File: config.mk
export PLATFORM = sky130hd
export DESIGN_NAME = mbldcm_ramp_master_flat
export DESIGN_NICKNAME = d
export VERILOG_FILES = /design/src/rtl/mbldcm_ramp_master_if.sv /design/src/rtl/mbldcm_ramp_master.sv /design/src/flat_wrapper.sv
export SDC_FILE = /design/constraint.sdc
export NUM_CORES = 1
export LEC_CHECK = 0
export ABC_AREA = 1
export CAP_MARGIN = 20
export CORE_ASPECT_RATIO = 2
export CORE_MARGIN = 1
export CORE_UTILIZATION = 45
export CTS_CLUSTER_DIAMETER = 60
export DETAILED_ROUTE_END_ITERATION = 10
export PLACE_DENSITY = 0.65
export RECOVER_POWER = 25
export SYNTH_ARGS = -nofsm -noshare
export SYNTH_HDL_FRONTEND = slang
export SYNTH_SLANG_ARGS = --single-unit
File: constraint.sdc
create_clock -name iClock -period 5.5 [get_ports iClock]
set_input_delay 1.1 -clock iClock [delete_from_list [all_inputs] [get_ports iClock]]
set_output_delay 1.1 -clock iClock [all_outputs]
set_load 0.01 [all_outputs]
File: src/rtl/mbldcm_ramp_master_if.sv
// rtl/mbldcm_ramp_master_if.sv - Avalon-MM bundle between the ramp master and the BLDC controller slave
interface mbldcm_ramp_master_if;
    logic [1:0]  addr;
    logic        read;
    logic        write;
    logic [31:0] wdata;
    logic [31:0] rdata;
    logic [1:0]  resp;
    logic        waitrequest;

    modport master (
        output addr, read, write, wdata,
        input  rdata, resp, waitrequest
    );

    modport slave (
        input  addr, read, write, wdata,
        output rdata, resp, waitrequest
    );
endinterface

File: src/rtl/mbldcm_ramp_master.sv
// rtl/mbldcm_ramp_master.sv - Avalon-MM master that ramps the BLDC controller frequency toward a goal
// Each step writes the frequency-target register, then polls status until the value is reflected.
module mbldcm_ramp_master #(
    parameter logic [1:0]  pFreqAddr  = 2'd1,
    parameter logic [1:0]  pStatAddr  = 2'd0,
    parameter logic [4:0]  pReflBit   = 5'd1,
    parameter logic [31:0] pPollLimit = 32'd1024
) (
    input  logic                 iClock,
    input  logic                 iReset_n,
    input  logic                 iStart,
    input  logic                 iAbort,
    input  logic [31:0]          iFreqGoal,
    input  logic [31:0]          iStep,
    input  logic [31:0]          iInterval,
    output logic                 oBusy,
    output logic                 oDone,
    output logic                 oError,
    output logic [31:0]          oFreqNow,
    mbldcm_ramp_master_if.master bus
);

    typedef enum logic [2:0] {
        sIdle  = 3'd0,
        sWait  = 3'd1,
        sCalc  = 3'd2,
        sWrite = 3'd3,
        sPoll  = 3'd4,
        sDone  = 3'd5,
        sErr   = 3'd6
    } tState;

    tState       state;
    tState       nextState;

    logic [31:0] goal;
    logic [31:0] step;
    logic [31:0] interval;
    logic [31:0] freqNext;
    logic [31:0] calcNext;
    logic [31:0] intervalCnt;
    logic [31:0] pollCnt;
    logic        abortPend;
    logic        pollGap;

    logic        readQ;
    logic        writeQ;
    logic [1:0]  addrQ;
    logic [31:0] wdataQ;

    logic        readNxt;
    logic        writeNxt;
    logic [1:0]  addrNxt;
    logic        busyNxt;
    logic        doneNxt;
    logic        gapNxt;

    logic        startOk;
    logic        abortSeen;
    logic        writeDone;
    logic        readDone;
    logic        respErr;
    logic        reflected;
    logic        pollExhausted;
    logic [32:0] sumWide;
    logic [32:0] diffWide;
    logic        unusedRdata;

    assign bus.read  = readQ;
    assign bus.write = writeQ;
    assign bus.addr  = addrQ;
    assign bus.wdata = wdataQ;

    assign startOk       = (state == sIdle) && iStart && !iAbort;
    assign abortSeen     = abortPend || iAbort;
    assign writeDone     = writeQ && !bus.waitrequest;
    assign readDone      = readQ && !bus.waitrequest;
    assign respErr       = (bus.resp != 2'b00);
    assign reflected     = bus.rdata[pReflBit];
    assign pollExhausted = ((pollCnt + 32'd1) >= pPollLimit);
    assign unusedRdata   = ^bus.rdata;

    // 33-bit arithmetic so a carry or borrow clamps to the goal instead of wrapping.
    assign sumWide  = {1'b0, oFreqNow} + {1'b0, step};
    assign diffWide = {1'b0, oFreqNow} - {1'b0, step};

    always_comb begin
        calcNext = goal;
        if (oFreqNow < goal) begin
            if (!sumWide[32] && (sumWide[31:0] < goal)) begin
                calcNext = sumWide[31:0];
            end
        end else begin
            if (!diffWide[32] && (diffWide[31:0] > goal)) begin
                calcNext = diffWide[31:0];
            end
        end
    end

    always_ff @(posedge iClock) begin
        if (!iReset_n) begin
            state   <= sIdle;
            readQ   <= 1'b0;
            writeQ  <= 1'b0;
            addrQ   <= 2'd0;
            oBusy   <= 1'b0;
            oDone   <= 1'b0;
            pollGap <= 1'b0;
        end else begin
            state   <= nextState;
            readQ   <= readNxt;
            writeQ  <= writeNxt;
            addrQ   <= addrNxt;
            oBusy   <= busyNxt;
            oDone   <= doneNxt;
            pollGap <= gapNxt;
        end
    end

    always_comb begin
        nextState = state;
        case (state)
            sIdle: begin
                if (startOk) begin
                    nextState = (iFreqGoal == oFreqNow) ? sDone : sCalc;
                end
            end
            sCalc: begin
                nextState = iAbort ? sIdle : sWrite;
            end
            sWrite: begin
                if (writeDone) begin
                    if (respErr) begin
                        nextState = sErr;
                    end else if (abortSeen) begin
                        nextState = sIdle;
                    end else begin
                        nextState = sPoll;
                    end
                end
            end
            sPoll: begin
                if (pollGap) begin
                    if (abortSeen) begin
                        nextState = sIdle;
                    end
                end else if (readDone) begin
                    if (respErr) begin
                        nextState = sErr;
                    end else if (reflected) begin
                        if (abortSeen) begin
                            nextState = sIdle;
                        end else if (freqNext == goal) begin
                            nextState = sDone;
                        end else begin
                            nextState = sWait;
                        end
                    end else if (pollExhausted) begin
                        nextState = sErr;
                    end else if (abortSeen) begin
                        nextState = sIdle;
                    end
                end
            end
            sWait: begin
                if (iAbort) begin
                    nextState = sIdle;
                end else if (intervalCnt == 32'd0) begin
                    nextState = sCalc;
                end
            end
            sDone:   nextState = sIdle;
            sErr:    nextState = sIdle;
            default: nextState = sIdle;
        endcase
    end

    // Bus and status outputs are decoded from the next state so they leave a flop directly.
    always_comb begin
        writeNxt = (nextState == sWrite);
        gapNxt   = (state == sPoll) && readDone && (nextState == sPoll);
        readNxt  = (nextState == sPoll) && !gapNxt;
        addrNxt  = 2'd0;
        if (nextState == sWrite) begin
            addrNxt = pFreqAddr;
        end else if (nextState == sPoll) begin
            addrNxt = pStatAddr;
        end
        busyNxt  = (nextState == sCalc) || (nextState == sWrite) ||
                   (nextState == sPoll) || (nextState == sWait);
        doneNxt  = (nextState == sDone);
    end

    always_ff @(posedge iClock) begin
        if (!iReset_n) begin
            goal        <= 32'd0;
            step        <= 32'd0;
            interval    <= 32'd0;
            freqNext    <= 32'd0;
            intervalCnt <= 32'd0;
            pollCnt     <= 32'd0;
            abortPend   <= 1'b0;
            wdataQ      <= 32'd0;
            oError      <= 1'b0;
            oFreqNow    <= 32'd0;
        end else begin
            if (startOk) begin
                goal     <= iFreqGoal;
                step     <= (iStep == 32'd0) ? 32'd1 : iStep;
                interval <= iInterval;
            end

            if (nextState == sErr) begin
                oError <= 1'b1;
            end else if (startOk) begin
                oError <= 1'b0;
            end

            if (state == sCalc) begin
                freqNext <= calcNext;
                wdataQ   <= calcNext;
            end

            if ((state == sWrite) && writeDone) begin
                pollCnt <= 32'd0;
            end else if ((state == sPoll) && readDone && !respErr && !reflected) begin
                pollCnt <= pollCnt + 32'd1;
            end

            if ((state == sPoll) && readDone && !respErr && reflected) begin
                oFreqNow <= freqNext;
            end

            if ((nextState == sWait) && (state != sWait)) begin
                intervalCnt <= interval;
            end else if ((state == sWait) && (intervalCnt != 32'd0)) begin
                intervalCnt <= intervalCnt - 32'd1;
            end

            // An abort during a transfer is held until that transfer completes.
            if ((state == sWrite) || (state == sPoll)) begin
                if (iAbort) begin
                    abortPend <= 1'b1;
                end
            end else begin
                abortPend <= 1'b0;
            end
        end
    end

endmodule

File: src/flat_wrapper.sv
// flat-port wrapper written by rule: the top's interface ports become plain ports
module mbldcm_ramp_master_flat 
#(
    parameter logic [1:0]  pFreqAddr  = 2'd1,
    parameter logic [1:0]  pStatAddr  = 2'd0,
    parameter logic [4:0]  pReflBit   = 5'd1,
    parameter logic [31:0] pPollLimit = 32'd1024
)
  (iClock, iReset_n, iStart, iAbort, iFreqGoal, iStep, iInterval, oBusy, oDone, oError, oFreqNow, bus_addr, bus_read, bus_write, bus_wdata, bus_rdata, bus_resp, bus_waitrequest);
  mbldcm_ramp_master_if bus_i ();
  input  logic iClock;
  input  logic iReset_n;
  input  logic iStart;
  input  logic iAbort;
  input  logic [31:0] iFreqGoal;
  input  logic [31:0] iStep;
  input  logic [31:0] iInterval;
  output logic oBusy;
  output logic oDone;
  output logic oError;
  output logic [31:0] oFreqNow;
  output wire logic [$bits(bus_i.addr)-1:0] bus_addr;
  output wire logic [$bits(bus_i.read)-1:0] bus_read;
  output wire logic [$bits(bus_i.write)-1:0] bus_write;
  output wire logic [$bits(bus_i.wdata)-1:0] bus_wdata;
  input wire logic [$bits(bus_i.rdata)-1:0] bus_rdata;
  input wire logic [$bits(bus_i.resp)-1:0] bus_resp;
  input wire logic [$bits(bus_i.waitrequest)-1:0] bus_waitrequest;
  assign bus_addr = bus_i.addr;
  assign bus_read = bus_i.read;
  assign bus_write = bus_i.write;
  assign bus_wdata = bus_i.wdata;
  assign bus_i.rdata = bus_rdata;
  assign bus_i.resp = bus_resp;
  assign bus_i.waitrequest = bus_waitrequest;
  mbldcm_ramp_master #(.pFreqAddr(pFreqAddr), .pStatAddr(pStatAddr), .pReflBit(pReflBit), .pPollLimit(pPollLimit)) u_core (.iClock(iClock), .iReset_n(iReset_n), .iStart(iStart), .iAbort(iAbort), .iFreqGoal(iFreqGoal), .iStep(iStep), .iInterval(iInterval), .oBusy(oBusy), .oDone(oDone), .oError(oError), .oFreqNow(oFreqNow), .bus(bus_i));
endmodule
# Word-level counts from Yosys, hierarchy flattened
# Index checks and enable logic that the tools add are counted.
dict set report classes {
  addsub 4
  magnitude_cmp 4
  n_eq_ne 13
  mux 26
  bitwise 1
  reduce_logical 36
}
# op n
set ops {}
lappend ops {{$mux W32} 6}
lappend ops {{$eq A32 B32 Y1} 2}
lappend ops {{$logic_not A32 Y1} 2}
lappend ops {{$lt A32 B32 Y1} 2}
lappend ops {{$mux W3} 15}
lappend ops {{$add A32 B32 Y33} 1}
lappend ops {{$sub A32 B32 Y33} 1}
lappend ops {{$add A32 B1 Y32 const B} 1}
lappend ops {{$ge A32 B11 Y1 const B} 1}
lappend ops {{$gt A32 B32 Y1} 1}
lappend ops {{$reduce_bool A32 Y1} 1}
lappend ops {{$sub A32 B1 Y32 const B} 1}
lappend ops {{$logic_and A1 B1 Y1} 15}
lappend ops {{$pmux W3 S5} 1}
lappend ops {{$eq A3 B2 Y1 const B} 4}
lappend ops {{$eq A3 B3 Y1 const B} 4}
lappend ops {{$logic_not A1 Y1} 7}
lappend ops {{$eq A3 B1 Y1 const B} 2}
lappend ops {{$reduce_bool A2 Y1} 3}
lappend ops {{$logic_or A1 B1 Y1} 5}
lappend ops {{$logic_not A3 Y1} 1}
lappend ops {{$mux W1} 3}
lappend ops {{$ne A3 B1 Y1 const B} 1}
lappend ops {{$mux W2} 1}
lappend ops {{other kinds (3)} 3}
dict set report word_totals {
  ff_bits 236
  input_bits 135
  output_inout_bits 71
  word_cells 100
}

# Logic depth before layout (Yosys ltp)
dict set report logic_depth {
  ltp_word 12
  ltp_mapped 33
  depth_no_buf 31
}

# Worst setup path before layout
# Ideal clock, no wire load.
dict set report synth_path {
  path_type {flip-flop to flip-flop}
  start {register u_core.oFreqNow[0]}
  end {register u_core.freqNext[12]}
  setup_time_ps 109
  arrival_time_ps 4043
  required_ps 5391
  path_slack_ps 1348
  stages_incl_launch_ff 30
  path_buffers 2
  period_less_slack_ps 4152
  cell_sequence {dfxtp_1 > inv_1 > ha_1 > inv_1 > fa_1 > nand3_1 > nand2_1 > nand2_1 > nand2_1 > a21oi_1 > o21ai_0 > nand2_1 > nand3_1 > a21boi_0 > o21bai_1 > xor2_1 > ha_1 > nand2_1 > inv_1 > nand4_1 > nor4_1 > nand2_1 > a22oi_1 > nand2_1 > buf_2 > buf_1 > o211ai_1 > nand3_1 > nand2_1 > inv_1}
}
dict set report synth_between {
  elab_chain_len 5
  elab_cells_between_ends 12
  classes_between {add/sub: 2; order compare: 3; mux: 3; reduce/logical: 4}
}
# element line_no
set synth_rtl {}
lappend synth_rtl {{from (decl)} mbldcm_ramp_master.sv:19} ;# output logic [31:0] oFreqNow,
lappend synth_rtl {{from (signal assigned)} mbldcm_ramp_master.sv:231} ;# oFreqNow <= freqNext;
lappend synth_rtl {{$sub A32 B32 Y33 or $add A32 B32 Y33 (tied branches)} {mbldcm_ramp_master.sv:85, mbldcm_ramp_master.sv:84}}
lappend synth_rtl {{$gt A32 B32 Y1 (tied with other cells)} mbldcm_ramp_master.sv:94} ;# if (!diffWide[32] && (diffWide[31:0] > goal)) begin
lappend synth_rtl {{$logic_and A1 B1 Y1, on equally long branches} {mbldcm_ramp_master.sv:94, mbldcm_ramp_master.sv:90}}
lappend synth_rtl {{$mux W32, on equally long branches} {mbldcm_ramp_master.sv:94, mbldcm_ramp_master.sv:90}}
lappend synth_rtl {{$mux W32 (*)} mbldcm_ramp_master.sv:89} ;# if (oFreqNow < goal) begin
lappend synth_rtl {{to (signal assigned)} mbldcm_ramp_master.sv:220} ;# freqNext <= calcNext;
lappend synth_rtl {{to (decl)} mbldcm_ramp_master.sv:39} ;# logic [31:0] freqNext;
# Every way passes the cells marked *; elsewhere a longest branch is shown, timed or not.
# A chain may end at the register's enable or synchronous reset.

==> results.py <==
metrics = {
    "route": {
        "num_vias": 19000,
        "vias_per_cell": 5.55,
        "wl_mm": 70.0,
        "drcViolationCount": 0,
        "initialDrtViolationCount": 1082,
        "final_antenna_net_count": 0,
        "routedWlPerCell_um": 20.4,
        "drt_pass1_iterations": 6,
    },
    "global_routing": {
        "first_global_vias": 18800,
        "grt_usage_pct": 34.3,
        "grt_max_degree": 83,
        "overflow": 0,
        "antenna_found_initial": 0,
        "grt_pass1_wl_mm": 105,
    },
    "critical_path": {
        "crit_arrival_ns": 5.65,
        "start_kind": "input pin",
        "worstPathRequired_ns": 5.94,
        "worstPathMaxFanout": 66,
        "critical_path_class": "input pin to flip-flop",
        "crit_path_end_kind": "flip-flop",
    },
    "cts": {
        "cts_setup_buffers": 0,
        "clockBufferDepth": 3,
        "hold_buffers": 0,
        "root_buffer": "clkbuf_16",
        "path_clk_slew_ns": 0.07,
        "cts_tree": "done",
        "cts.sink_count": 234,
        "numCtsBuffers": 25,
        "clock_latency_ns": 0.57,
        "htree_num_levels": 1,
    },
    "placed_design": {
        "dp_hpwl_mm": 55.1,
        "placed_cell_area_mm2": 0.0205,
        "dp_cells": 3386,
        "gp_routability_congestion": 1.05,
        "portBuffers": 173,
        "pre_cts_slack_ns": 0.346,
    },
    "sta": {
        "rsz0062_at_grt": "no",
        "finalCriticalPeriod_ns": 5.21,
        "finalMaxSlewViolations": 204,
        "tightest_slew_ns": 3.21,
        "fin_ws_ns": 0.294,
        "fin_crit_sh_pct": 94.7,
        "setup_viol": 0,
        "hold_viol": 0,
        "hold_ws_ns": 0.455,
        "fmax_ghz": 0.192,
        "fin_skew_ns": 0.0268,
        "relSlewSlack_pct": -114,
        "tns_ns": 0,
    },
    "synth": {
        "syn_area_per_cell_um2": 6.57,
        "synth.cell_area_mm2": 0.0180,
        "async_reset_ff_share_pct": 0,
        "ys_seq_area_share_pct": 26.0,
        "synthCells": 2742,
        "yosys_register_bits": 234,
        "synth.yosys.warnings": 0,
        "synth.distinct_cells": 58,
        "synth_ff_type": "dfxtp_1",
        "synth_edf_count": 0,
        "syn_nets": 3041,
    },
    "power": {
        "powerDensity_mw_per_mm2": 247,
        "power_leakage_nw": 9.86,
        "vdd.ir_drop.worst_v": 0.000202,
    },
    "run_status": {
        "violations": "capacitance limit, slew limit",
        "outcome": "finished, violations left",
    },
    "job": {
        "cap_violations": 3,
    },
    "layout": {
        "design_area_mm2": 0.0213,
        "diodes": 0,
        "drive_gt1_share_pct": 4.85,
        "final_cell_count_no_fill": 3432,
        "nets": 3187,
        "area_delta_synth_final_pct": 18.3,
    },
    "floorplan": {
        "dieArea_mm2": 0.0409,
        "die_x_um": 144,
        "rows": 103,
        "ioPinCount": 206,
        "initial_utilization_pct": 45.7,
        "dieHeight_um": 285,
        "core_area_mm2": 0.0394,
    },
    "worst_hold_path": {
        "hold_path.class": "flip-flop to flip-flop",
    },
}
## final timing paths
kind / start / cells past startpoint / slack, ns / end
min reg2reg: u_core.interval[11]$_SDFFE_PN0P_ / 2 / 0.46 / u_core.interval[11]$_SDFFE_PN0P_
max: iReset_n / 6 / 0.29 / u_core.bus.read$_SDFF_PN0_
max reg2reg: u_core.oFreqNow[7]$_SDFFE_PN0P_ / 25 / 0.32 / u_core.freqNext[25]$_SDFFE_PN0N_
min: u_core.interval[11]$_SDFFE_PN0P_ / 2 / 0.46 / u_core.interval[11]$_SDFFE_PN0P_
## flip-flops by register name, indices dropped and copies added (netlist names)
signal,cells
u_core.freqNext,32
u_core.pollGap,1
u_core.goal,32
u_core.oBusy,1
u_core.intervalCnt,32
u_core.interval,32
u_core.pollCnt,32
u_core.oError,1
u_core.bus.write,1
u_core.step,32
u_core.oFreqNow,32
u_core.state,3
u_core.oDone,1
u_core.abortPend,1
u_core.bus.read,1
## cell usage after synthesis (4+ instances only)
master / instances / share of area, %
xor2_1: 84 / 4.1
ha_1: 162 / 11
o211ai_1: 29 / 1.2
nor2_4: 4 / 0.25
inv_1: 398 / 8.3
nor2_1: 250 / 5.2
o21bai_1: 13 / 0.54
o21ai_0: 245 / 6.8
a211oi_1: 15 / 0.62
a21boi_0: 6 / 0.25
buf_4: 5 / 0.21
buf_2: 8 / 0.22
xnor2_1: 44 / 2.1
a31oi_1: 10 / 0.35
a21o_1: 7 / 0.29
o21a_1: 25 / 1.0
nor4_1: 24 / 0.83
buf_1: 4 / 0.083
nor3_1: 34 / 0.94
dfxtp_1: 234 / 26
nor2_2: 5 / 0.17
o22ai_1: 6 / 0.21
nand3_1: 168 / 4.7
nand2_2: 7 / 0.24
nand2_1: 465 / 9.7
a21oi_1: 269 / 7.5
clkbuf_1: 101 / 2.1
nand4_1: 68 / 2.4
## logic make-up after synthesis
kind of cell | count (synthesis) | synth area share (%)
flip-flops | 234 | 26.0
AO/OA/AOI/OAI | 649 | 19.9
buffers and inverters | 522 | 11.1
XOR/XNOR | 128 | 6.22
adder cells (fa/ha/maj) | 164 | 11.5
other | 1 | 0.0208
AND/OR/NAND/NOR | 1044 | 25.3
## per-layer routing
layer  GRT usage [%]  wire (um)
met1            32.3      23400
met2            63.9      36300
met3            3.43       3130
met4            30.8       7220
met5               0          0
## repair_timing
action | CTS | global route
endpoints found under the hold margin | 0 | 0
endpoints found under the setup margin | 0 | 32
gates resized for setup | 0 | 5
## worst max-delay path, stage by stage
cell and delay [ns]:
clkbuf_1 1.13, inv_2 0.30, clkbuf_1 2.29, nor2_1 0.34, nand4_1 0.33, nor2_1 0.07
## report_power, final
group | total (mW) | internal [mW] | switching [mW]
combinational | 1.61 | 0.595 | 1.02
sequential | 1.87 | 1.78 | 0.0868
clock | 1.78 | 0.991 | 0.786
total | 5.26 | 3.37 | 1.89
## stage by stage
step                      power (mW)  utilization (%)
after floorplan                 2.89                -
after CTS                       5.28             54.1
after detailed placement        3.49             51.9
final                           5.26             54.1
after global placement          3.47             51.9
after global routing            5.52             54.1
## layout make-up
cell class	instances	area [um^2]
Clock buffer	37	741
Clock inverter	9	97.6
Fill cell	4088	18100
Inverter	402	1510
Multi-Input combinational cell	1986	11400
Sequential cell	234	4680
Tap cell	525	657
Timing Repair Buffer	239	2260
## cell usage in the layout, fill, tap and decap left out, types with 10 or more instances in the layout
| cell type | n |
|---|---|
| nand2_1 | 464 |
| inv_1 | 397 |
| a21oi_1 | 268 |
| nor2_1 | 248 |
| o21ai_0 | 243 |
| dfxtp_1 | 234 |
| nand3_1 | 167 |
| ha_1 | 162 |
| clkdlybuf4s50_1 | 151 |
| xor2_1 | 84 |
| nand4_1 | 68 |
| buf_4 | 59 |
| xnor2_1 | 44 |
| nor3_1 | 34 |
| o211ai_1 | 29 |
| o21a_1 | 25 |
| clkbuf_16 | 25 |
| nor4_1 | 24 |
| dlygate4sd3_1 | 21 |
| a211oi_1 | 15 |
| o21bai_1 | 13 |
| a31oi_1 | 10 |
No activity file was read; power rests on OpenSTA's default activity.
